### config.mk
export PLATFORM = sky130hd
export DESIGN_NAME = alu_exec_seq
export DESIGN_NICKNAME = d
export VERILOG_FILES = /design/src/rtl/alu_exec_seq.sv
export SDC_FILE = /design/constraint.sdc
export NUM_CORES = 1
export LEC_CHECK = 0
export BUFFER_PORTS_ARGS = -buffer_cell sky130_fd_sc_hd__buf_2
export CAP_MARGIN = 10
export CORE_MARGIN = 2
export CORE_UTILIZATION = 45
export DETAILED_ROUTE_END_ITERATION = 10
export GPL_TIMING_DRIVEN = 0
export PLACE_DENSITY = 0.62
export SETUP_SLACK_MARGIN = 0.3
export SLEW_MARGIN = 40
export SYNTH_ARGS = -nofsm -noshare
export SYNTH_HDL_FRONTEND = slang
export SYNTH_SLANG_ARGS = --single-unit
export TNS_END_PERCENT = 50
### constraint.sdc
create_clock -name clk -period 4.6 [get_ports clk]
set_input_delay 0.46 -clock clk [delete_from_list [all_inputs] [get_ports clk]]
set_output_delay 0.46 -clock clk [all_outputs]
set_load 0.005 [all_outputs]
### src/rtl/alu_exec_seq.sv
// ---------------------------------------------------------------------------
// alu_exec_seq
// Execute-stage sequencer wrapped around an external, purely combinational
// 8-bit ALU. One decoded instruction is accepted per handshake, its operands
// are read from an internal register file, the ALU result is captured and
// written back to reg[rd], and the architectural C/Z flags are updated.
//
// Sequence: IDLE -> READ -> EXEC -> WB -> IDLE (one instruction per 4 cycles).
//
// Parameters:
//   NUM_REGS    : register-file depth (2, 4 or 8); upper index bits ignored
//   LOGIC_CLR_C : 1 = AND/OR/NOT/XOR write the ALU carry into C,
//                 0 = those ops leave C untouched (Z always written)
//
// Optional feature (macro ALU_EXEC_RETIRE_CNT_EN):
//   adds output retire_cnt[15:0], a wrapping count of write-back cycles.
//
// Ports:
//   clk, rst_n         : clock (rising edge), async active-low reset
//   in_valid/in_ready  : instruction handshake (ready only in IDLE)
//   in_op/rd/rs        : opcode, destination/A register, B register
//   in_use_imm/in_imm  : select immediate as B operand, immediate value
//   alu_op/alu_a/alu_b : registered drive of the ALU inputs
//   alu_out/carry/zero : ALU results
//   done               : one-cycle pulse in the write-back cycle
//   flag_c/flag_z      : architectural carry / zero flags
//   dbg_addr/dbg_data  : combinational debug read of the register file
//   retire_cnt         : (optional) retired-instruction counter
// ---------------------------------------------------------------------------
module alu_exec_seq #(
    parameter int NUM_REGS    = 8,
    parameter bit LOGIC_CLR_C = 1'b1
) (
    input  logic        clk,
    input  logic        rst_n,
    input  logic        in_valid,
    output logic        in_ready,
    input  logic [2:0]  in_op,
    input  logic [2:0]  in_rd,
    input  logic [2:0]  in_rs,
    input  logic        in_use_imm,
    input  logic [7:0]  in_imm,
    output logic [2:0]  alu_op,
    output logic [7:0]  alu_a,
    output logic [7:0]  alu_b,
    input  logic [7:0]  alu_out,
    input  logic        alu_carry,
    input  logic        alu_zero,
    output logic        done,
    output logic        flag_c,
    output logic        flag_z,
    input  logic [2:0]  dbg_addr,
    output logic [7:0]  dbg_data
`ifdef ALU_EXEC_RETIRE_CNT_EN
    ,
    output logic [15:0] retire_cnt
`endif
);

    localparam int IDX_W = (NUM_REGS <= 2) ? 1 : $clog2(NUM_REGS);

    localparam logic [2:0] OP_AND = 3'd2;
    localparam logic [2:0] OP_OR  = 3'd3;
    localparam logic [2:0] OP_NOT = 3'd4;
    localparam logic [2:0] OP_XOR = 3'd5;

    typedef enum logic [1:0] {
        ST_IDLE = 2'd0,
        ST_READ = 2'd1,
        ST_EXEC = 2'd2,
        ST_WB   = 2'd3
    } state_t;

    // True for the bitwise ops, whose carry handling is configurable.
    function automatic logic is_logic_op(input logic [2:0] op);
        logic r;
        case (op)
            OP_AND, OP_OR, OP_NOT, OP_XOR: r = 1'b1;
            default:                       r = 1'b0;
        endcase
        return r;
    endfunction

    state_t             state_r;
    state_t             next_state_s;

    logic               accept_s;
    logic               ready_nxt_s;
    logic               done_nxt_s;
    logic               in_ready_r;
    logic               done_r;

    // Instruction fields latched at acceptance
    logic [2:0]         hold_op_r;
    logic [IDX_W-1:0]   hold_rd_r;
    logic [IDX_W-1:0]   hold_rs_r;
    logic               hold_use_imm_r;
    logic [7:0]         hold_imm_r;

    // ALU drive and captured results
    logic [2:0]         alu_op_r;
    logic [7:0]         alu_a_r;
    logic [7:0]         alu_b_r;
    logic [7:0]         res_out_r;
    logic               res_c_r;
    logic               res_z_r;

    logic [7:0]         regs_r [NUM_REGS];
    logic               flag_c_r;
    logic               flag_z_r;

    // State register
    always_ff @(posedge clk or negedge rst_n) begin
        if (!rst_n) begin
            state_r <= ST_IDLE;
        end else begin
            state_r <= next_state_s;
        end
    end

    // Next-state logic
    always_comb begin
        next_state_s = state_r;
        case (state_r)
            ST_IDLE: begin
                if (accept_s) begin
                    next_state_s = ST_READ;
                end else begin
                    next_state_s = ST_IDLE;
                end
            end
            ST_READ: next_state_s = ST_EXEC;
            ST_EXEC: next_state_s = ST_WB;
            ST_WB:   next_state_s = ST_IDLE;
            default: next_state_s = ST_IDLE;
        endcase
    end

    // Output decode: ready/done are registered, so decode from the next state
    always_comb begin
        accept_s    = in_valid & in_ready_r;
        ready_nxt_s = 1'b0;
        done_nxt_s  = 1'b0;
        case (next_state_s)
            ST_IDLE: ready_nxt_s = 1'b1;
            ST_WB:   done_nxt_s  = 1'b1;
            default: begin
                ready_nxt_s = 1'b0;
                done_nxt_s  = 1'b0;
            end
        endcase
    end

    // Registered handshake and completion outputs
    always_ff @(posedge clk or negedge rst_n) begin
        if (!rst_n) begin
            in_ready_r <= 1'b1;
            done_r     <= 1'b0;
        end else begin
            in_ready_r <= ready_nxt_s;
            done_r     <= done_nxt_s;
        end
    end

    // Holding registers, ALU operand drive and result capture
    always_ff @(posedge clk or negedge rst_n) begin
        if (!rst_n) begin
            hold_op_r      <= 3'd0;
            hold_rd_r      <= '0;
            hold_rs_r      <= '0;
            hold_use_imm_r <= 1'b0;
            hold_imm_r     <= 8'h00;
            alu_op_r       <= 3'd0;
            alu_a_r        <= 8'h00;
            alu_b_r        <= 8'h00;
            res_out_r      <= 8'h00;
            res_c_r        <= 1'b0;
            res_z_r        <= 1'b0;
        end else begin
            if (state_r == ST_IDLE && accept_s) begin
                hold_op_r      <= in_op;
                hold_rd_r      <= in_rd[IDX_W-1:0];
                hold_rs_r      <= in_rs[IDX_W-1:0];
                hold_use_imm_r <= in_use_imm;
                hold_imm_r     <= in_imm;
            end
            // Both operands come from the pre-write array, so rd == rs is safe.
            if (state_r == ST_READ) begin
                alu_op_r <= hold_op_r;
                alu_a_r  <= regs_r[hold_rd_r];
                alu_b_r  <= hold_use_imm_r ? hold_imm_r : regs_r[hold_rs_r];
            end
            if (state_r == ST_EXEC) begin
                res_out_r <= alu_out;
                res_c_r   <= alu_carry;
                res_z_r   <= alu_zero;
            end
        end
    end

    // Register-file write-back and architectural flags
    always_ff @(posedge clk or negedge rst_n) begin
        if (!rst_n) begin
            for (int i = 0; i < NUM_REGS; i++) begin
                regs_r[i] <= 8'h00;
            end
            flag_c_r <= 1'b0;
            flag_z_r <= 1'b0;
        end else if (state_r == ST_WB) begin
            regs_r[hold_rd_r] <= res_out_r;
            flag_z_r          <= res_z_r;
            if (!is_logic_op(hold_op_r) || (LOGIC_CLR_C != 1'b0)) begin
                flag_c_r <= res_c_r;
            end else begin
                flag_c_r <= flag_c_r;
            end
        end else begin
            flag_c_r <= flag_c_r;
            flag_z_r <= flag_z_r;
        end
    end

`ifdef ALU_EXEC_RETIRE_CNT_EN
    logic [15:0] retire_cnt_r;

    // Retired-instruction counter, wraps naturally at 16 bits
    always_ff @(posedge clk or negedge rst_n) begin
        if (!rst_n) begin
            retire_cnt_r <= 16'h0000;
        end else if (state_r == ST_WB) begin
            retire_cnt_r <= retire_cnt_r + 16'h0001;
        end else begin
            retire_cnt_r <= retire_cnt_r;
        end
    end

    assign retire_cnt = retire_cnt_r;
`endif

    assign in_ready = in_ready_r;
    assign done     = done_r;
    assign alu_op   = alu_op_r;
    assign alu_a    = alu_a_r;
    assign alu_b    = alu_b_r;
    assign flag_c   = flag_c_r;
    assign flag_z   = flag_z_r;
    // Combinational debug read: shows the old value during the WB cycle.
    assign dbg_data = regs_r[dbg_addr[IDX_W-1:0]];

endmodule
==> results of run 1 <==
## power by group
group | internal (µW) | switching [µW]
Sequential | 1530 | 450
Clock | 795 | 454
Combinational | 1190 | 1140
Total | 3520 | 2050
## cell usage after synthesis (all sizes together)
library cell	n
mux2	121
dfrtp	116
mux2i	40
buf	22
nor2b	20
a22oi	16
mux4	16
clkbuf	11
nand2	9
nand3	9
a211o	8
a41o	8
nor2	7
o21ai	5
a21oi	4
a222oi	4
a31o	4
a31oi	4
ha	4
nand3b	4
inv	3
nand4b	3
nand2b	2
nor3	2
nor3b	2
and2	1
dfstp	1
nand4	1
## worst paths after layout
kind	start	to	slack, ns	cells after the start
worst max-delay path	dbg_addr[1]	dbg_data[0]	2.04	5
worst min-delay path	alu_out[0]	res_out_r[0]$_DFFE_PN0P_	0.26	2
worst max register to register	state_r[1]$_DFF_PN0_	alu_op[1]$_DFFE_PN0N_	2.31	5
worst min register to register	hold_op_r[0]$_DFFE_PN0P_	alu_op[0]$_DFFE_PN0N_	0.50	1
max in group asynchronous	rst_n	in_ready$_DFF_PN1_	3.38	3
min in group asynchronous	rst_n	regs_r[53]$_DFFE_PN0P_	0.53	2
## per-stage QoR
stage | setup slack, ns | cells
4_1_cts | 2.05 | 718
2_1_floorplan | 2.64 | 447
3_3_place_gp | 1.67 | 684
3_5_place_dp | 2.05 | 685
6_report | 2.04 | 718
5_1_grt | 2.02 | 718
## registers in the layout, summed over array words and instances (netlist names)
signal / flops
alu_a: 8
alu_b: 8
alu_op: 3
done: 1
flag_c: 1
flag_z: 1
hold_imm_r: 8
hold_op_r: 3
hold_rd_r: 3
hold_rs_r: 3
hold_use_imm_r: 1
in_ready: 1
regs_r: 64
res_c_r: 1
res_out_r: 8
res_z_r: 1
state_r: 2
## cell type report
cell class / count / area, µm²
Buffer: 33 / 186
Clock buffer: 27 / 503
Clock inverter: 5 / 50.0
Fill cell: 1132 / 5990
Inverter: 3 / 11.3
Multi-Input combinational cell: 294 / 3050
Sequential cell: 117 / 2930
Tap cell: 176 / 220
Timing Repair Buffer: 63 / 353
## cell families (layout without fill, tap and decap cells)
| kind of cell | Yosys count | count (layout) | synth area share [%] |
|---|---|---|---|
| compound gates | 53 | 53 | 6.73 |
| fa+ha+maj | 4 | 4 | 0.811 |
| buf+inv | 36 | 131 | 3.18 |
| flops | 117 | 117 | 47.5 |
| mux | 177 | 177 | 35.4 |
| simple gates | 60 | 60 | 6.41 |
## per-layer routing
metal  global-route usage [%]  wire, µm  vias to the layer above
li1                         -         -                     1880
met1                     34.0      7740                     2125
met2                     39.0      8140                      183
met3                     6.58      1170                       35
met4                     11.6       461                        0
met5                        0         0                        -
## worst register-to-register path: stages, from the launching register on
cell and delay [ns]:
dfrtp_1 0.40, inv_1 0.09, ha_1 0.14, clkbuf_1 0.54, clkbuf_1 0.60, mux2_2 0.41
==> flow_summary_export.csv, run 1 <==
group,metric,value,unit
outcome,outcome,"finished clean",
floorplanning,die_x,121,µm
worst_setup_path,cp-end-kind,"output port",
detailed_routing,drtIter0Drc,274,
floorplanning,rows,42,
grt,grt_pass1_vias,4403,
cells_and_area,drive_gt1_share,44.6,%
timing,tns,0,ns
clock_tree,cts_root_buf,"clkbuf_16",
place,placed_area,6730,µm²
detailed_routing,via_per_inst,5.88,
cells_and_area,layout_common_cells,"mux2_2, dfrtp_1, buf_2, mux2i_1, nor2b_1",
worst_hold_path,hold_class,"in2reg",
clock_tree,cts_repair_resize_count,0,
power,power,5570,µW
worst_setup_path,crit_type,"in2out",
clock_tree,post_cts_buffers,0,
worst_setup_path,crit_buf_inv,3,
timing,rsz0062_at_grt,"no",
clock_tree,cts_sinks,117,
cells_and_area,n_antenna_cell,0,
flow_run,maxCapViolCount,0,
timing,finalCriticalPeriod,2.56,ns
clock_tree,cts.clk_slew.worst_paths,0.05,ns
worst_setup_path,cpMostUsedCell,"buf_2",
detailed_routing,drc,0,
detailed_routing,routed_wirelength,17500,µm
power,peakVddDrop,0.332,mV
cells_and_area,areaGrowthSynthToFinish,18.4,%
worst_setup_path,arrival,2.10,ns
timing,relSlewSlack,45.8,%
detailed_routing,wl_per_cell,24.4,µm
power,p_per_area,763,nW/µm²
cells_and_area,nets,567,
timing,timing.fmax,391,MHz
place,portBuffers,61,
clock_tree,cts_made_buffers,17,
grt,grt_pass1_wl,26400,µm
worst_setup_path,slowest_stage,"buf_2",
synth,ys_seq_area_share,47.5,%
synth,ys_seq_elements,117,
worst_setup_path,critPathRequiredTime,4.14,ns
grt,grt_start_max_net_pins,68,
timing,whs,0.260,ns
worst_setup_path,start_kind,"primary input",
place,hpwl,11100,µm
timing,drv_slew,0,
timing,final.setup_skew,0.0114,ns
cells_and_area,utilization,54.9,%
floorplanning,die_area,14700,µm²
power,power.static_leakage,0.00340,µW
synth,yosysWarnings,0,
clock_tree,clockBufferDepth,2,
detailed_routing,drtPass1Iterations,5,
floorplanning,start_util,46.4,%
worst_setup_path,slowest_delay,0.43,ns
floorplanning,die_h,121,µm
worst_setup_path,cp_top_family,"buffers and inverters",
cells_and_area,layout_commonest_cell,"mux2_2",
synth,netlist_top_cells_area,"dfrtp_1, mux2_2, mux4_1",
synth,synth_area,6170,µm²
timing,min_period_over_period,55.6,%
cells_and_area,final_area,7300,µm²
timing,tightest_slew,0.813,ns
clock_tree,cts_hold_buf,1,
synth,synth_top_area_cell,"dfrtp_1",
floorplanning,boundaryPins,65,
synth,synth_cells,447,
place,gp_congestion,0.884,
synth,ys_types,35,
floorplanning,core,13300,µm²
synth,syn-num-nets,485,
grt,track_usage,25.5,%
timing,finalHoldViolations,0,
worst_setup_path,cp_max_fo,10,
synth,yosysTopAreaCellShare,47.0,%
timing,setup_violations,0,
detailed_routing,num_vias,4223,
grt,antenna_found_initial,0,
detailed_routing,ant_nets,0,
clock_tree,cts_tree,"yes",
worst_setup_path,crit_chain,"clkbuf_1, buf_2, mux4_1, mux2_2, buf_2",
grt,grt_overflow,0,
synth,synth_area_per_cell,13.8,µm²
clock_tree,htreeDepth,4,
clock_tree,clkLatencyLatePin,0.43,ns
No activity file was read; power rests on OpenSTA's default activity.
==> run 2, diff against run 1 <==
Clock period 4.6 ns to 2.4 ns, I/O delays scaled along.
==> flow_summary_export.csv, run 2 (synthesis results as in run 1) <==
group,metric,value,unit
outcome,outcome,"finished clean",
worst_hold_path,min_to,"res_out_r[0]$_DFFE_PN0P_",
place,portBuffers,61,
floorplanning,die_area,14700,µm²
worst_setup_path,slowest_delay,0.65,ns
worst_setup_path,critPathRequiredTime,2.71,ns
clock_tree,clkLatencyLatePin,0.43,ns
cells_and_area,n_antenna_cell,0,
timing,tns,0,ns
worst_setup_path,crit_type,"reg2reg",
grt,track_usage,25.5,%
grt,antenna_found_initial,0,
cells_and_area,layout_common_cells,"mux2_2, dfrtp_1, buf_2, mux2i_1, nor2b_1",
timing,finalCriticalPeriod,2.04,ns
timing,final.setup_skew,0.0113,ns
timing,worst_slack,0.358,ns
place,hpwl,11100,µm
clock_tree,cts_tree,"yes",
cells_and_area,areaGrowthSynthToFinish,18.7,%
worst_setup_path,rr_endpoint,"regs_r[39]$_DFFE_PN0P_",
timing,finalHoldViolations,0,
detailed_routing,wl_per_cell,24.4,µm
timing,setup_violations,0,
floorplanning,boundaryPins,65,
place,placed_area,6730,µm²
flow_run,maxCapViolCount,0,
clock_tree,cts_made_buffers,17,
detailed_routing,drc,0,
worst_hold_path,hold_start,"alu_out[0]",
worst_setup_path,r2r_slack,0.36,ns
worst_hold_path,hold_class,"in2reg",
timing,drv_slew,0,
timing,rsz0062_at_grt,"yes",
timing,relSlewSlack,45.7,%
cells_and_area,layout_commonest_cell,"mux2_2",
power,p_per_area,1460,nW/µm²
worst_setup_path,reg2regPathDepth,4,
floorplanning,start_util,46.4,%
worst_setup_path,cp_max_fo,8,
power,peakVddDrop,0.635,mV
timing,tightest_slew,0.814,ns
place,post-place-ws,0.115,ns
detailed_routing,num_vias,4267,
worst_setup_path,r2r_start,"state_r[1]$_DFF_PN0_",
cells_and_area,regMostFlops,"regs_r",
detailed_routing,drt-met1-wl,7680,µm
cells_and_area,drive_gt1_share,45.8,%
worst_setup_path,slowest_stage,"nand4b_1",
clock_tree,htreeDepth,4,
worst_setup_path,crit_chain,"ha_1, buf_2, nand4b_1, mux2_2",
grt,grt_start_max_net_pins,68,
detailed_routing,top_layer_used,"met4",
worst_setup_path,cp-end-kind,"flop",
timing,min_period_over_period,85.1,%
cells_and_area,largest_reg_flops,64,
timing,timing.fmax,490,MHz
worst_hold_path,whs_path_depth,2,
clock_tree,clockBufferDepth,2,
detailed_routing,drtPass1Iterations,5,
grt,grt_pass1_vias,4403,
floorplanning,die_x,121,µm
detailed_routing,wl_met2,8140,µm
detailed_routing,drtIter0Drc,311,
grt,grt_overflow,0,
detailed_routing,routed_wirelength,17600,µm
floorplanning,rows,42,
clock_tree,cts_sinks,117,
floorplanning,core,13300,µm²
grt,grt_pass1_wl,26400,µm
detailed_routing,ant_nets,0,
power,power.static_leakage,0.00343,µW
place,gp_congestion,0.884,
worst_setup_path,start_kind,"flop",
floorplanning,die_h,121,µm
cells_and_area,nets,569,
worst_setup_path,arrival,2.35,ns
clock_tree,cts_root_buf,"clkbuf_16",
detailed_routing,met3_length,1210,µm
clock_tree,cts.clk_slew.worst_paths,0.05,ns
cells_and_area,final_area,7320,µm²
detailed_routing,via_per_inst,5.93,
==> run 2: cell count changes in the layout (fill, tap and decap cells not counted) <==
cell      previous run  this run
buf_4                4         6
clkbuf_1            15        10
clkbuf_2             2         7
==> run 2: cell type report <==
type,count,area [µm²]
Clock inverter,5,50.0
Fill cell,1130,5970
Buffer,33,193
Multi-Input combinational cell,294,3050
Inverter,3,11.3
Tap cell,176,220
Clock buffer,27,503
Sequential cell,117,2930
Timing Repair Buffer,65,368
==> run 2: worst max path at each step <==
stage / start / endpoint / cells after the start
finish: state_r[1]$_DFF_PN0_ / regs_r[39]$_DFFE_PN0P_ / 4
global route: state_r[1]$_DFF_PN0_ / regs_r[14]$_DFFE_PN0P_ / 4
CTS: dbg_addr[1] / dbg_data[6] / 5
detailed placement: state_r[1]$_DFF_PN0_ / alu_op[1]$_DFFE_PN0N_ / 5
global placement: rst_n / regs_r[28]$_DFFE_PN0P_ / 1
floorplan: state_r[0]$_DFF_PN0_ / regs_r[40]$_DFFE_PN0P_ / 5
==> run 2: stage by stage <==
step / hold slack [ns] / power [µW] / utilization, % / cells
after floorplan: -0.0556 / 6690 / - / 447
after global placement: 0.472 / 8060 / 50.4 / 684
after detailed placement: 0.171 / 8220 / 50.6 / 685
after CTS: 0.0314 / 10700 / 54.9 / 718
after global routing: 0.0380 / 11300 / 55.1 / 720
final: 0.0379 / 10700 / 55.1 / 720
==> run 2: critical path: cells and delay by family (launching register included) <==
family / cells / cell delay, ns
adders and majority gates: 1 / 0.15
and+or+nand+nor: 1 / 0.65
DFF: 1 / 0.37
muxes: 1 / 0.52
buffers and inverters: 1 / 0.23
==> run 2: report_power, final <==
group          switching, µW  internal [µW]
clock                    874           1520
combinational           2190           2300
sequential               871           2940
==> run 2: what timing repair did <==
item,CTS,global route
gates resized for setup,2,6
hold buffers,1,0
pin swaps,0,1
buffers inserted,0,2
setup endpoints to repair,22,26
hold endpoints to repair,50,0
==> run 2: per-layer routing <==
| metal | up-vias | global-route usage [%] |
|---|---|---|
| met1 | 2161 | 34.0 |
| met5 | - | 0 |
| met3 | 44 | 6.58 |
| met2 | 186 | 39.0 |
| met4 | 0 | 11.6 |
| li1 | 1876 | - |
==> run 3, diff against run 2 <==
Settings changed: ABC_AREA set to 1, CTS_CLUSTER_DIAMETER set to 80.
==> flow_summary_export.csv, run 3 <==
group,metric,value,unit
cells_and_area,drive_gt1_share,16.5,%
clock_tree,cts.clk_slew.worst_paths,0.06,ns
floorplanning,die_x,120,µm
synth,syn-num-nets,831,
detailed_routing,via_per_inst,5.60,
detailed_routing,drtIter0Drc,651,
power,power.static_leakage,0.00349,µW
floorplanning,die_area,14500,µm²
worst_setup_path,critPathRequiredTime,2.16,ns
power,seq_power_share,34.5,%
clock_tree,cts_made_buffers,17,
timing,final.setup_skew,0.0128,ns
worst_hold_path,hold_class,"in2reg",
grt,grt_overflow,0,
grt,met1_usage,43.5,%
cells_and_area,seq_area,2930,µm²
synth,ys_seq_elements,117,
floorplanning,core,13200,µm²
cells_and_area,utilization,54.8,%
timing,min_period_over_period,82.1,%
worst_setup_path,r2r_start,"state_r[1]$_DFF_PN0_",
clock_tree,clkLatencyLatePin,0.42,ns
worst_setup_path,crit_chain,"buf_2, inv_1, buf_1, nor2_1, o21ai_0, nand2_1, nand2_1, buf_2",
timing,setup_violations,0,
cells_and_area,multiInputGateArea,2660,µm²
place,portBuffers,63,
grt,track_usage,31.0,%
worst_setup_path,slowest_delay,0.44,ns
flow_run,maxCapViolCount,0,
timing,whs,0.0236,ns
cells_and_area,nets,915,
grt,met3_usage,6.37,%
clock_tree,cts_tree,"yes",
worst_setup_path,reg2regPathDepth,6,
worst_setup_path,cp-startpoint,"dbg_addr[0]",
power,p_int,5850,µW
cells_and_area,areaGrowthSynthToFinish,19.4,%
place,gp_congestion,1.10,
grt,grt_pass1_vias,5738,
worst_setup_path,cp_max_fo,10,
place,hpwl,16200,µm
synth,ys_seq_area_share,48.2,%
floorplanning,boundaryPins,65,
cells_and_area,fillers,1319,
synth,ys_top_cells_by_count,"nand2_1, dfrtp_1, o21ai_0",
grt,grt_start_max_net_pins,73,
synth,yosysTopAreaCellShare,47.7,%
detailed_routing,num_vias,5962,
grt,grt.busiest_layer,"met2",
worst_setup_path,rr_endpoint,"alu_a[5]$_DFFE_PN0N_",
worst_setup_path,r2r_slack,0.45,ns
clock_tree,post_cts_buffers,0,
timing,drv_slew,0,
synth,synth_cells,793,
cells_and_area,layout_commonest_cell,"nand2_1",
synth,synth_edf_count,0,
timing,tightest_slew,0.602,ns
power,power_frac_clock,25.3,%
worst_setup_path,crit_cells,8,
cells_and_area,n_antenna_cell,0,
detailed_routing,routed_wirelength,21400,µm
synth,synth_top_area_cell,"dfrtp_1",
timing,worst_slack,0.431,ns
power,p_per_area,1400,nW/µm²
power,power.switching,4330,µW
timing,finalHoldViolations,0,
grt,grt_pass1_wl,33100,µm
detailed_routing,ant_nets,0,
synth,ys_types,26,
synth,synth_most_common_cell,"nand2_1",
worst_setup_path,start_kind,"primary input",
floorplanning,rows,42,
worst_setup_path,arrival,1.73,ns
synth,synth_area,6080,µm²
worst_setup_path,crit_path_end,"dbg_data[1]",
timing,finalCriticalPeriod,1.97,ns
timing,relSlewSlack,59.9,%
synth,netlist_top_cells_area,"dfrtp_1, nand2_1, o21ai_0",
grt,grtUsageMet2,46.7,%
clock_tree,htreeDepth,4,
worst_setup_path,slowest_stage,"buf_1",
worst_setup_path,cp_top_family,"buffers and inverters",
cells_and_area,largest_reg_flops,64,
worst_setup_path,crit_type,"in2out",
timing,timing.fmax,508,MHz
place,post-place-ws,0.497,ns
clock_tree,cts_root_buf,"clkbuf_16",
synth,synth_area_per_cell,7.67,µm²
power,combPwrFrac,40.2,%
floorplanning,die_h,120,µm
clock_tree,cts_sinks,117,
clock_tree,clockBufferDepth,2,
detailed_routing,drc,0,
timing,rsz0062_at_grt,"no",
power,swShare,42.5,%
cells_and_area,regMostFlops,"regs_r",
grt,antenna_found_initial,0,
cells_and_area,layout_common_cells,"nand2_1, dfrtp_1, o21ai_0, buf_2, nand3_1",
worst_setup_path,crit_buf_inv,4,
floorplanning,start_util,45.9,%
synth,yosysWarnings,0,
outcome,outcome,"finished clean",
synth,synth-async-reset-ratio,100,%
worst_setup_path,cp-end-kind,"output port",
detailed_routing,drtPass1Iterations,5,
synth,ys.flop_type,"dfrtp_1",
timing,tns,0,ns
detailed_routing,wl_per_cell,20.1,µm
power,peakVddDrop,0.616,mV
run 3: cell count changes after synthesis, sizes merged, moves of 20 or more:
cell,delta
a21oi,+41
inv,+63
mux2,-110
mux2i,-40
nand2,+210
nand3,+56
nor2,+56
nor2b,-20
o211ai,+23
o21ai,+118
run 3: worst register-to-register path, stage by stage (launching register included):
cell and delay (ns):
dfrtp_1 0.40, inv_1 0.10, ha_1 0.35, clkbuf_1 0.51, nand2_1 0.14, nor2_1 0.26
nor2_1 0.07
run 3: how the worst min path moves through the flow:
| stage | depth (start not counted) | slack, ns | startpoint | to |
|---|---|---|---|---|
| after global placement | 3 | 0.45 | alu_out[3] | res_out_r[3]$_DFFE_PN0P_ |
| after floorplan | 0 | -0.06 | rst_n | alu_a[0]$_DFFE_PN0N_ |
| after detailed placement | 1 | 0.16 | rst_n | regs_r[35]$_DFFE_PN0P_ |
| final | 3 | 0.02 | alu_out[6] | res_out_r[6]$_DFFE_PN0P_ |
| after CTS | 3 | 0.02 | alu_out[6] | res_out_r[6]$_DFFE_PN0P_ |
| after global routing | 3 | 0.03 | alu_out[5] | res_out_r[5]$_DFFE_PN0P_ |
run 3: per-stage QoR:
step | instances | instance area [µm²] | total power, µW
after floorplan | 793 | 6080 | 5900
after global placement | 1032 | 6620 | 7440
after detailed placement | 1033 | 6650 | 7540
after CTS | 1065 | 7260 | 10100
after global routing | 1065 | 7260 | 10900
final | 1065 | 7260 | 10200
run 3: layout make-up:
type / instances / share of cell area, %
plain buffers: 46 / 3.33
inverters: 67 / 3.46
clock inverters: 12 / 2.14
well taps: 176 / 3.03
clock buffers: 19 / 6.10
repair buffers: 65 / 5.00
multi-input cells: 563 / 36.6
flip-flops and latches: 117 / 40.3
run 3: routing by layer:
layer	part of all wire (%)	vias to the layer above
li1	-	2761
met1	44	2867
met2	44	287
met3	7.5	47
met4	3.8	0
met5	0	-
run 3: kinds of logic (layout without fill, tap and decap cells):
family | Yosys count | after routing | share of synthesized area (%)
and+or+nand+nor | 353 | 353 | 23.7
AOI/OAI and AO/OA | 195 | 195 | 17.2
DFF | 117 | 117 | 48.2
buffers and inverters | 113 | 209 | 8.11
muxes | 11 | 11 | 2.04
adders and majority gates | 4 | 4 | 0.823
run 3: power groups by stage:
stage                     clock network (µW)  registers, µW  logic (µW)
final                                   2580           3510        4090
after global placement                     0           3490        3950
after detailed placement                   0           3510        4030
after CTS                               2600           3490        4050
after global routing                    2700           3600        4580
after floorplan                            0           3310        2590
run 3: repair_timing:
item	in CTS	in global routing
resized for setup	0	0
hold buffers	1	0
endpoints found under the hold margin	45	0
setup endpoints to repair	0	0
